**src/rtl/acq_multich_ctrl.sv**
```systemverilog
// Multi-channel ADC window capture: decimates the ADC strobe and serialises each kept
// N_CH-wide sample into consecutive 32-bit BRAM writes, interleaved by channel.
module acq_multich_ctrl #(
    parameter int DATA_W = 14,
    parameter int N_CH   = 2,
    parameter int LEN_W  = 10
) (
    input  logic                   clk,
    input  logic                   rstn,
    input  logic                   i_start,
    input  logic                   i_abort,
    input  logic [LEN_W-1:0]       i_window_len,
    input  logic [7:0]             i_decim,
    input  logic                   i_valid,
    input  logic [N_CH*DATA_W-1:0] i_data,
    output logic [3:0]             o_bram_we,
    output logic [31:0]            o_bram_data,
    output logic [31:0]            o_bram_addr,
    output logic                   o_bram_en,
    output logic                   o_bram_rst,
    output logic                   o_busy,
    output logic                   o_done,
    output logic                   o_overrun,
    output logic                   o_frame_start
);

    typedef enum logic [1:0] {ST_IDLE, ST_CAPTURE, ST_DONE} state_t;

    state_t                  state_reg;
    logic                    start_q_reg;
    logic [LEN_W-1:0]        len_reg;
    logic [LEN_W-1:0]        idx_reg;
    logic [7:0]              decim_reg;
    logic [7:0]              dcnt_reg;
    logic [N_CH*DATA_W-1:0]  hold_reg;
    logic [2:0]              wr_ch_reg;

    logic start_edge;
    logic kept;
    logic wr_active;
    logic last_ch;

    assign start_edge = i_start & ~start_q_reg;
    assign kept       = i_valid & (dcnt_reg == 8'd0);
    // The serialiser is busy exactly while a write is on the outputs.
    assign wr_active  = (o_bram_we == 4'hF);
    assign last_ch    = (wr_ch_reg == 3'(N_CH - 1));

    assign o_bram_en  = 1'b1;
    assign o_bram_rst = ~rstn;

    function automatic logic [31:0] sext(input logic [DATA_W-1:0] s);
        logic signed [DATA_W-1:0] t;
        t = s;
        return 32'(t);
    endfunction

    always_ff @(posedge clk) begin
        if (!rstn) begin
            state_reg     <= ST_IDLE;
            start_q_reg   <= 1'b0;
            len_reg       <= '0;
            idx_reg       <= '0;
            decim_reg     <= 8'd0;
            dcnt_reg      <= 8'd0;
            hold_reg      <= '0;
            wr_ch_reg     <= 3'd0;
            o_bram_we     <= 4'h0;
            o_bram_data   <= 32'd0;
            o_bram_addr   <= 32'd0;
            o_busy        <= 1'b0;
            o_done        <= 1'b0;
            o_overrun     <= 1'b0;
            o_frame_start <= 1'b0;
        end else begin
            start_q_reg   <= i_start;
            o_frame_start <= 1'b0;
            case (state_reg)
                ST_CAPTURE: begin
                    if (i_abort) begin
                        state_reg <= ST_IDLE;
                        o_busy    <= 1'b0;
                        o_bram_we <= 4'h0;
                    end else if (len_reg == '0) begin
                        state_reg <= ST_DONE;
                        o_busy    <= 1'b0;
                        o_done    <= 1'b1;
                    end else begin
                        if (i_valid) begin
                            dcnt_reg <= (dcnt_reg == decim_reg) ? 8'd0 : dcnt_reg + 8'd1;
                        end
                        if (wr_active) begin
                            if (kept) begin
                                o_overrun <= 1'b1;
                            end
                            if (last_ch) begin
                                o_bram_we <= 4'h0;
                                idx_reg   <= idx_reg + 1'b1;
                                if (idx_reg == len_reg - 1'b1) begin
                                    state_reg <= ST_DONE;
                                    o_busy    <= 1'b0;
                                    o_done    <= 1'b1;
                                end
                            end else begin
                                // Remaining channels shift down out of the holding register.
                                wr_ch_reg   <= wr_ch_reg + 3'd1;
                                o_bram_addr <= o_bram_addr + 32'd4;
                                o_bram_data <= sext(hold_reg[DATA_W-1:0]);
                                hold_reg    <= hold_reg >> DATA_W;
                            end
                        end else if (kept) begin
                            o_bram_we     <= 4'hF;
                            wr_ch_reg     <= 3'd0;
                            o_bram_addr   <= 32'(idx_reg) * 32'(N_CH * 4);
                            o_bram_data   <= sext(i_data[DATA_W-1:0]);
                            hold_reg      <= i_data >> DATA_W;
                            o_frame_start <= (idx_reg == '0);
                        end
                    end
                end
                default: begin
                    if (start_edge && !i_abort) begin
                        state_reg <= ST_CAPTURE;
                        o_busy    <= 1'b1;
                        o_done    <= 1'b0;
                        o_overrun <= 1'b0;
                        len_reg   <= i_window_len;
                        decim_reg <= i_decim;
                        idx_reg   <= '0;
                        dcnt_reg  <= 8'd0;
                        wr_ch_reg <= 3'd0;
                        o_bram_we <= 4'h0;
                    end
                end
            endcase
        end
    end

endmodule

```
**config.mk**
```make
export PLATFORM = sky130hd
export DESIGN_NAME = acq_multich_ctrl
export DESIGN_NICKNAME = d
export VERILOG_FILES = /design/src/rtl/acq_multich_ctrl.sv
export SDC_FILE = /design/constraint.sdc
export NUM_CORES = 1
export LEC_CHECK = 0
export ABC_AREA = 1
export BUFFER_PORTS_ARGS = -buffer_cell sky130_fd_sc_hd__buf_2
export CAP_MARGIN = 20
export CORE_ASPECT_RATIO = 0.5
export CORE_MARGIN = 1
export CORE_UTILIZATION = 25
export CTS_CLUSTER_DIAMETER = 120
export DETAILED_ROUTE_END_ITERATION = 12
export PLACE_DENSITY = 0.53
export SYNTH_ARGS = -nofsm -noshare
export SYNTH_HDL_FRONTEND = slang
export SYNTH_SLANG_ARGS = --single-unit
export TNS_END_PERCENT = 5
```
**constraint.sdc**
```tcl
create_clock -name clk -period 2.05 [get_ports clk]
set_input_delay 0.41 -clock clk [delete_from_list [all_inputs] [get_ports clk]]
set_output_delay 0.41 -clock clk [all_outputs]
set_load 0.005 [all_outputs]
```
; ---- Word-level counts from Yosys, hierarchy flattened
; Cells that the tools add are included.
[word_totals]
input_bits = 51
register_bits = 142
out_inout_bits = 74
[op_classes]
addsub = 5
reduce_logical = 17
eq_ne = 23
bitwise_logic = 8
mux = 61
[ops]
columns = cell, count
row1 = $mux W32, 6
row2 = $mux W28, 3
row3 = $mux W10, 6
row4 = $mux W8, 6
row5 = $add A32 B3 Y32 const B, 1
row6 = $mux W4, 7
row7 = $reduce_and A5 Y1, 5
row8 = $mux W3, 7
row9 = $logic_not A10 Y1, 2
row10 = $ne A4 B4 Y1 const B, 5
row11 = $mux W1, 19
row12 = $ne A3 B3 Y1 const B, 6
row13 = $mux W2, 7
row14 = $ne A2 B2 Y1 const B, 7
row15 = $reduce_and A4 Y1, 3
row16 = $add A10 B1 Y10 const B, 1
row17 = $eq A10 B10 Y1, 1
row18 = $sub A10 B1 Y10 const B, 1
row19 = $add A8 B1 Y8 const B, 1
row20 = $eq A8 B8 Y1, 1
row21 = $logic_not A8 Y1, 1
row22 = $not A1 Y1, 6
row23 = $reduce_or A6 Y1, 1
row24 = $eq A4 B4 Y1 const B, 1
row25 = 8 further kinds, 10

; ---- Logic depth before layout (Yosys ltp)
; Gate-level depths: netlist of run 1.
[depth]
ltp_word = 8
depth_mapped = 16

; ---- Least setup slack after synthesis of run 1
; Ideal clock, no wire load.
[synth_path]
path_type = register -> register
start = register len_reg[0]
end = register idx_reg[5]
setup_slack_ns = 0.358
stages_incl_launch_ff = 12
t_arrival_ns = 1.572
synth_period_minus_slack_ns = 1.692
required_time_ns = 1.929
setup_ns = 0.121
cell_sequence = dfxtp_1 -> inv_1 -> ha_1 -> nand3_1 -> nor3_4 -> nand2_2 -> nand3_4 -> inv_2 -> nand2_1 -> inv_2 -> a21oi_1 -> nor3_2
[synth_via]
elab_chain_cells = 3
[synth_lines]
columns = element, line_no
row1 = start: declaration, 31  ; logic [LEN_W-1:0] len_reg;
row2 = start signal: assignment, 127  ; len_reg <= i_window_len;
row3 = $logic_not A10 Y1, 84  ; end else if (len_reg == '0) begin
row4 = $ne A2 B2 Y1 (no line), -
row5 = $reduce_and A5 Y1 (no line), -
row6 = end signal: assignment, 98  ; idx_reg <= idx_reg + 1'b1;
row7 = end: declaration, 32  ; logic [LEN_W-1:0] idx_reg;
; Every way passes these cells.
; A chain may end at the register's enable or synchronous reset.

==> results.toml, run 1 <==
[timing]
report.final.hold_viol_count = 0
clock_skew_ns = 0.0152
worst_pin_slew_ns = 0.510
setup_viol = 0
max_slew_margin_pct = 66.0
fmax_mhz = 515
rsz0062_at_grt = "yes"
whs_ns = 0.275
finalWorstSetupSlack_ns = 0.109
period_needed_ns = 1.94
drv_slew = 0
fin_crit_sh_pct = 94.7

[place]
pre_cts_ws_ns = 0.0800
numPortBuffers = 121
dp.final_hpwl_mm = 13.0
gp_congestion = 0.886
dpl_cell_area_um2 = 6680

[min_path]
hp-class = "input pin to flip-flop"

[layout]
drive_gt1_share_pct = 22.4
largest_reg_flops = 30
final_cell_area_um2 = 7100
seq_area_um2 = 2080
syn_to_final_growth_pct = 22.4
diodes = 0
fill_cells = 2426
num-nets-final = 1011
multi_input_area_um2 = 3150

[clock_tree]
tritoncts.num_buffers = 9
cts_tree = "done"
root_buffer = "clkbuf_16"
clockBufferDepth = 2
cts_max_level = 3
clk_latency_ns = 0.36
clkTransAtPathRegs_ns = 0.07
cts_sinks = 104

[synthesis]
synthTopCellsByArea = "dfxtp_1 36%, nand2_1 12%, a21oi_1 6.7%"
ys_seq_elements = 104
yosysSeqAreaShare_pct = 35.9
ys_warn_count = 0
synthArstFlopShare_pct = 0
netlist.area_leader.share_pct = 35.9
synth.largest_area_cell = "dfxtp_1"
syn_area_per_cell_um2 = 6.88
syn-cell-area_um2 = 5800
netlist_instances = 844
ys_types = 45
synth_edf_count = 0
synthFlopType = "dfxtp_1"

[routing]
dr_total_vias = 5817
routedWlPerCell_um = 14.0
vias_per_cell = 4.63
drt-total-wl_mm = 17.6
drt_iter0_markers = 425
drc = 0
first_pass_iters = 5
antenna_left = 0

[job]
cap_violations = 0

[floorplanning]
die_area_um2 = 23900
core-area_um2 = 22200
num_rows = 38
start_util_pct = 26.1
die_w_um = 217
ioPinCount = 125
die_h_um = 110

[worst_setup_path]
crit_type = "flip-flop to output pin"
crit_path_start_kind = "flip-flop"
critPathMaxFanout = 47
worstPathRequired_ns = 1.64
r2r_slack_ns = 0.11
cp-end-kind = "output pin"
arrival_ns = 1.53

[grt]
grt_max_degree = 48
grt_usage_pct = 14.6
antenna_found_initial = 0
grt_pass1_wl_mm = 28.1
overflow = 0
grt_pass1_vias = 5567

[power_and_ir_drop]
power.total_mw = 5.00
p_leak_nw = 2.98
max-vdd-ir-drop_mv = 0.462
power.density_nw_per_um2 = 704

[run_status]
status = "complete, no violations"
-- layer usage --
layer  wire length [um]  global-route usage [%]  vias up
li1                   -                       -     2983
met1               8860                    19.8     2695
met2               7920                    24.3      127
met3                653                    2.46       12
met4                157                    3.47        0
met5                  0                       0        -
-- stage by stage --
| step | util [%] | instances | setup TNS (ns) |
|---|---|---|---|
| 6_report | 32.0 | 1256 | 0 |
| 5_1_grt | 32.0 | 1256 | -0.0928 |
| 4_1_cts | 31.5 | 1251 | 0 |
| 3_5_place_dp | 30.1 | 1235 | 0 |
| 3_3_place_gp | 30.1 | 1235 | 0 |
| 2_1_floorplan | - | 845 | 0 |
-- cell usage in the layout, fill, tap and decap left out, drive strengths merged --
cell type  count
xnor2         13
dfxtp        104
a21boi         1
xor2          14
nor2         101
nor4b          1
clkbuf        10
a21oi         78
o31ai          2
o21ai         52
inv           78
buf          152
a21o           4
a211oi         3
conb           3
ha             9
o221ai         1
nor3          25
nand2        183
nand4         22
clkinv         5
or2            5
o211ai         1
nor3b          3
o2111ai        1
a31oi         17
nor4           5
nand3         63
-- critical path, cell delays in order (launching register included) --
cell	delay, ns
dfxtp_1	0.46
buf_4	0.50
buf_2	0.21
-- path summary, 6_finish.rpt --
check	start	cells after the start	to
max	o_bram_we[2]$_SDFFE_PN0P_	2	o_bram_we[3]
min	i_start	3	start_q_reg$_SDFF_PN0_
max reg2reg	wr_ch_reg[1]$_SDFFE_PN0P_	13	hold_reg[11]$_SDFFE_PN0P_
min reg2reg	hold_reg[8]$_SDFFE_PN0P_	2	hold_reg[8]$_SDFFE_PN0P_
-- final cells by class --
type / instances / area share [%]
tap: 300 / 5.29
inverter: 76 / 4.12
clock buffer: 9 / 3.17
timing repair buffer: 153 / 12.5
sequential: 104 / 29.4
multi-input combinational: 607 / 44.3
clock inverter: 7 / 1.25
-- cells in the mapped netlist, types with 3 or more instances --
cell,n
a21o_1,4
buf_2,7
nor3_1,22
clkbuf_1,19
xnor2_1,13
nand4_1,22
inv_2,7
o21ai_1,5
o21ai_0,47
xor2_1,14
ha_1,9
nor2_2,5
nand2_1,178
a31oi_1,17
inv_1,64
inv_4,3
buf_4,27
or2_2,3
a211oi_1,3
nand3_1,61
nor4_1,5
dfxtp_1,104
a21oi_1,78
nor2_1,91
buf_1,3
nand2_2,3
-- kinds of logic after synthesis --
kind of cell / synth area share [%]
compound gates: 14.8
xor+xnor: 4.07
fa+ha+maj: 1.94
buf+inv: 11.0
flops: 35.9
other cells: 0.129
simple gates: 32.2
-- what timing repair did --
item | in CTS | in global routing
setup buffers | 0 | 3
hold buffers | 0 | 0
setup endpoints to repair | 0 | 24
resized for setup | 0 | 17
-- power breakdown --
group	internal [mW]	switching [mW]
logic	0.370	0.611
clock network	0.887	0.924
registers	2.12	0.0891
(Power assumes the default switching activity.)
==> run 2, diff against run 1 <==
--- a/config.mk
+++ b/config.mk
@@ -6,7 +6,7 @@
 export NUM_CORES = 1
 export LEC_CHECK = 0
 export ABC_AREA = 1
-export BUFFER_PORTS_ARGS = -buffer_cell sky130_fd_sc_hd__buf_2
+export BUFFER_PORTS_ARGS = -buffer_cell sky130_fd_sc_hd__clkbuf_2
 export CAP_MARGIN = 20
 export CORE_ASPECT_RATIO = 0.5
 export CORE_MARGIN = 1
==> run 2 against run 1 <==
  * Critical path depth grew 12
  * Sequential power is essentially flat
  * Hold slack gained 0.0033 ns
  * Sequential share of layout area grew 0.44 points
  * Combinational power shrank 4.8%
  * Die area is the same
  * Maximum frequency grew 0.90%
  * Critical endpoint is now wr_ch_reg[1]$_SDFFE_PN0P_
  * Largest cell class unchanged
  * Largest power group unchanged
==> results.toml, run 2 (same netlist as run 1, synthesis figures left out) <==
[run_status]
status = "complete, no violations"

[timing]
rsz0062_at_grt = "yes"
finalWorstSetupSlack_ns = 0.126
max_slew_margin_pct = 66.7
clock_skew_ns = 0.0136
drv_slew = 0
worst_pin_slew_ns = 0.500
fin_crit_sh_pct = 93.9
fmax_mhz = 520
period_needed_ns = 1.92
report.final.hold_viol_count = 0
setup_viol = 0

[layout]
layout_commonest_cell = "nand2_1"
diodes = 0
num-nets-final = 1004
drive_gt1_share_pct = 21.8
syn_to_final_growth_pct = 20.6
post-route-util_pct = 31.5
largest_reg_flops = 30
final_cell_mix = "178 x nand2_1, 121 x clkbuf_2, 102 x dfxtp_1"
layout.cells.non_filler = 1249

[floorplanning]
die_h_um = 110
ioPinCount = 125
start_util_pct = 26.1
num_rows = 38
core-area_um2 = 22200
die_area_um2 = 23900
die_w_um = 217

[grt]
antenna_found_initial = 0
grt_pass1_wl_mm = 27.5
overflow = 0
grt_usage_pct = 14.3
grt_pass1_vias = 5299
grt_max_degree = 48

[clock_tree]
clockBufferDepth = 2
hold_buffers = 0
clk_latency_ns = 0.35
cts_tree = "done"
tritoncts.num_buffers = 9
cts_sinks = 104
root_buffer = "clkbuf_16"
cts_max_level = 3
clkTransAtPathRegs_ns = 0.08

[worst_setup_path]
crit_type = "flip-flop to flip-flop"
crit_path_start_kind = "flip-flop"
arrival_ns = 2.20
critical_path.cell_chain = "inv_1, ha_1, inv_1, nor2_2, nand2_1, nand2_4, nor2_2, nand2_2, nor2_8, buf_12, nand3_1, nor2_1, a21oi_1, nor2_1"
worstPathRequired_ns = 2.33
cp-end-kind = "flip-flop"
critPathMaxFanout = 46
cpMaxStageDelayCell = "dfxtp_2"
slowest_delay_ns = 0.34

[place]
dp.final_hpwl_mm = 13.1
gp_congestion = 0.854
numPortBuffers = 121
pre_cts_ws_ns = 0.0502
dp_cells = 1232

[routing]
dr_total_vias = 5708
vias_per_cell = 4.57
antenna_left = 0
top_layer_used = "met4"
wl_met3_um = 461
wl_met2_mm = 7.69
first_pass_iters = 5
wl_met1_mm = 8.75
routedWlPerCell_um = 13.7
drt-total-wl_mm = 17.1
drt_iter0_markers = 360
drc = 0

[power_and_ir_drop]
power.density_nw_per_um2 = 702
max-vdd-ir-drop_mv = 0.498
p_leak_nw = 2.87
power.total_mw = 4.91

[min_path]
hp-class = "input pin to flip-flop"

[job]
cap_violations = 0
[run 2: critical path, delay by kind of cell, from the launching register on]
kind / cells / cell delay [ns]
buf+inv: 3 / 0.33
compound gates: 1 / 0.06
fa+ha+maj: 1 / 0.17
simple gates: 9 / 0.94
flops: 1 / 0.34
[run 2: metal layers]
layer / track usage [%] / vias to the layer above
met1: 20.2 / 2624
met4: 3.67 / 0
li1: - / 2976
met2: 22.7 / 99
met3: 2.02 / 9
met5: 0 / -
[run 2: repair_timing]
| action | 4_1_cts | 5_1_grt |
|---|---|---|
| setup endpoints to repair | 0 | 52 |
| gates resized for setup | 0 | 12 |
| buffers inserted | 0 | 1 |
[run 2: final cells by class]
| cell class | count | area, um^2 |
|---|---|---|
| clock buffer | 9 | 225 |
| timing repair buffer | 147 | 813 |
| inverter | 76 | 293 |
| multi-input combinational | 606 | 3120 |
| tap | 300 | 375 |
| fill | 2427 | 15200 |
| sequential | 104 | 2080 |
| clock inverter | 7 | 85.1 |
[run 2: final timing paths]
kind                        startpoint                   endpoint  slack, ns  cells after the start
max          wr_ch_reg[1]$_SDFFE_PN0P_  wr_ch_reg[1]$_SDFFE_PN0P_       0.13                     14
min                            i_start     start_q_reg$_SDFF_PN0_       0.28                      3
max reg2reg  wr_ch_reg[1]$_SDFFE_PN0P_  wr_ch_reg[1]$_SDFFE_PN0P_       0.13                     14
min reg2reg   hold_reg[8]$_SDFFE_PN0P_   hold_reg[8]$_SDFFE_PN0P_       0.47                      2
[run 2: power by group]
| part | internal, mW | switching, mW | leakage (nW) | total (mW) |
|---|---|---|---|---|
| combinational | 0.347 | 0.588 | 1.88 | 0.935 |
| clock | 0.873 | 0.893 | 0.146 | 1.77 |
| sequential | 2.12 | 0.0941 | 0.844 | 2.21 |
[run 2: metrics by stage]
step | hold WS (ns) | area (um^2) | TNS, ns
floorplan | 0.444 | 5810 | 0
global placement | 0.454 | 6640 | 0
detailed placement | 0.457 | 6640 | 0
CTS | 0.271 | 6950 | 0
global route | 0.281 | 7000 | -0.0240
finish | 0.279 | 7000 | 0
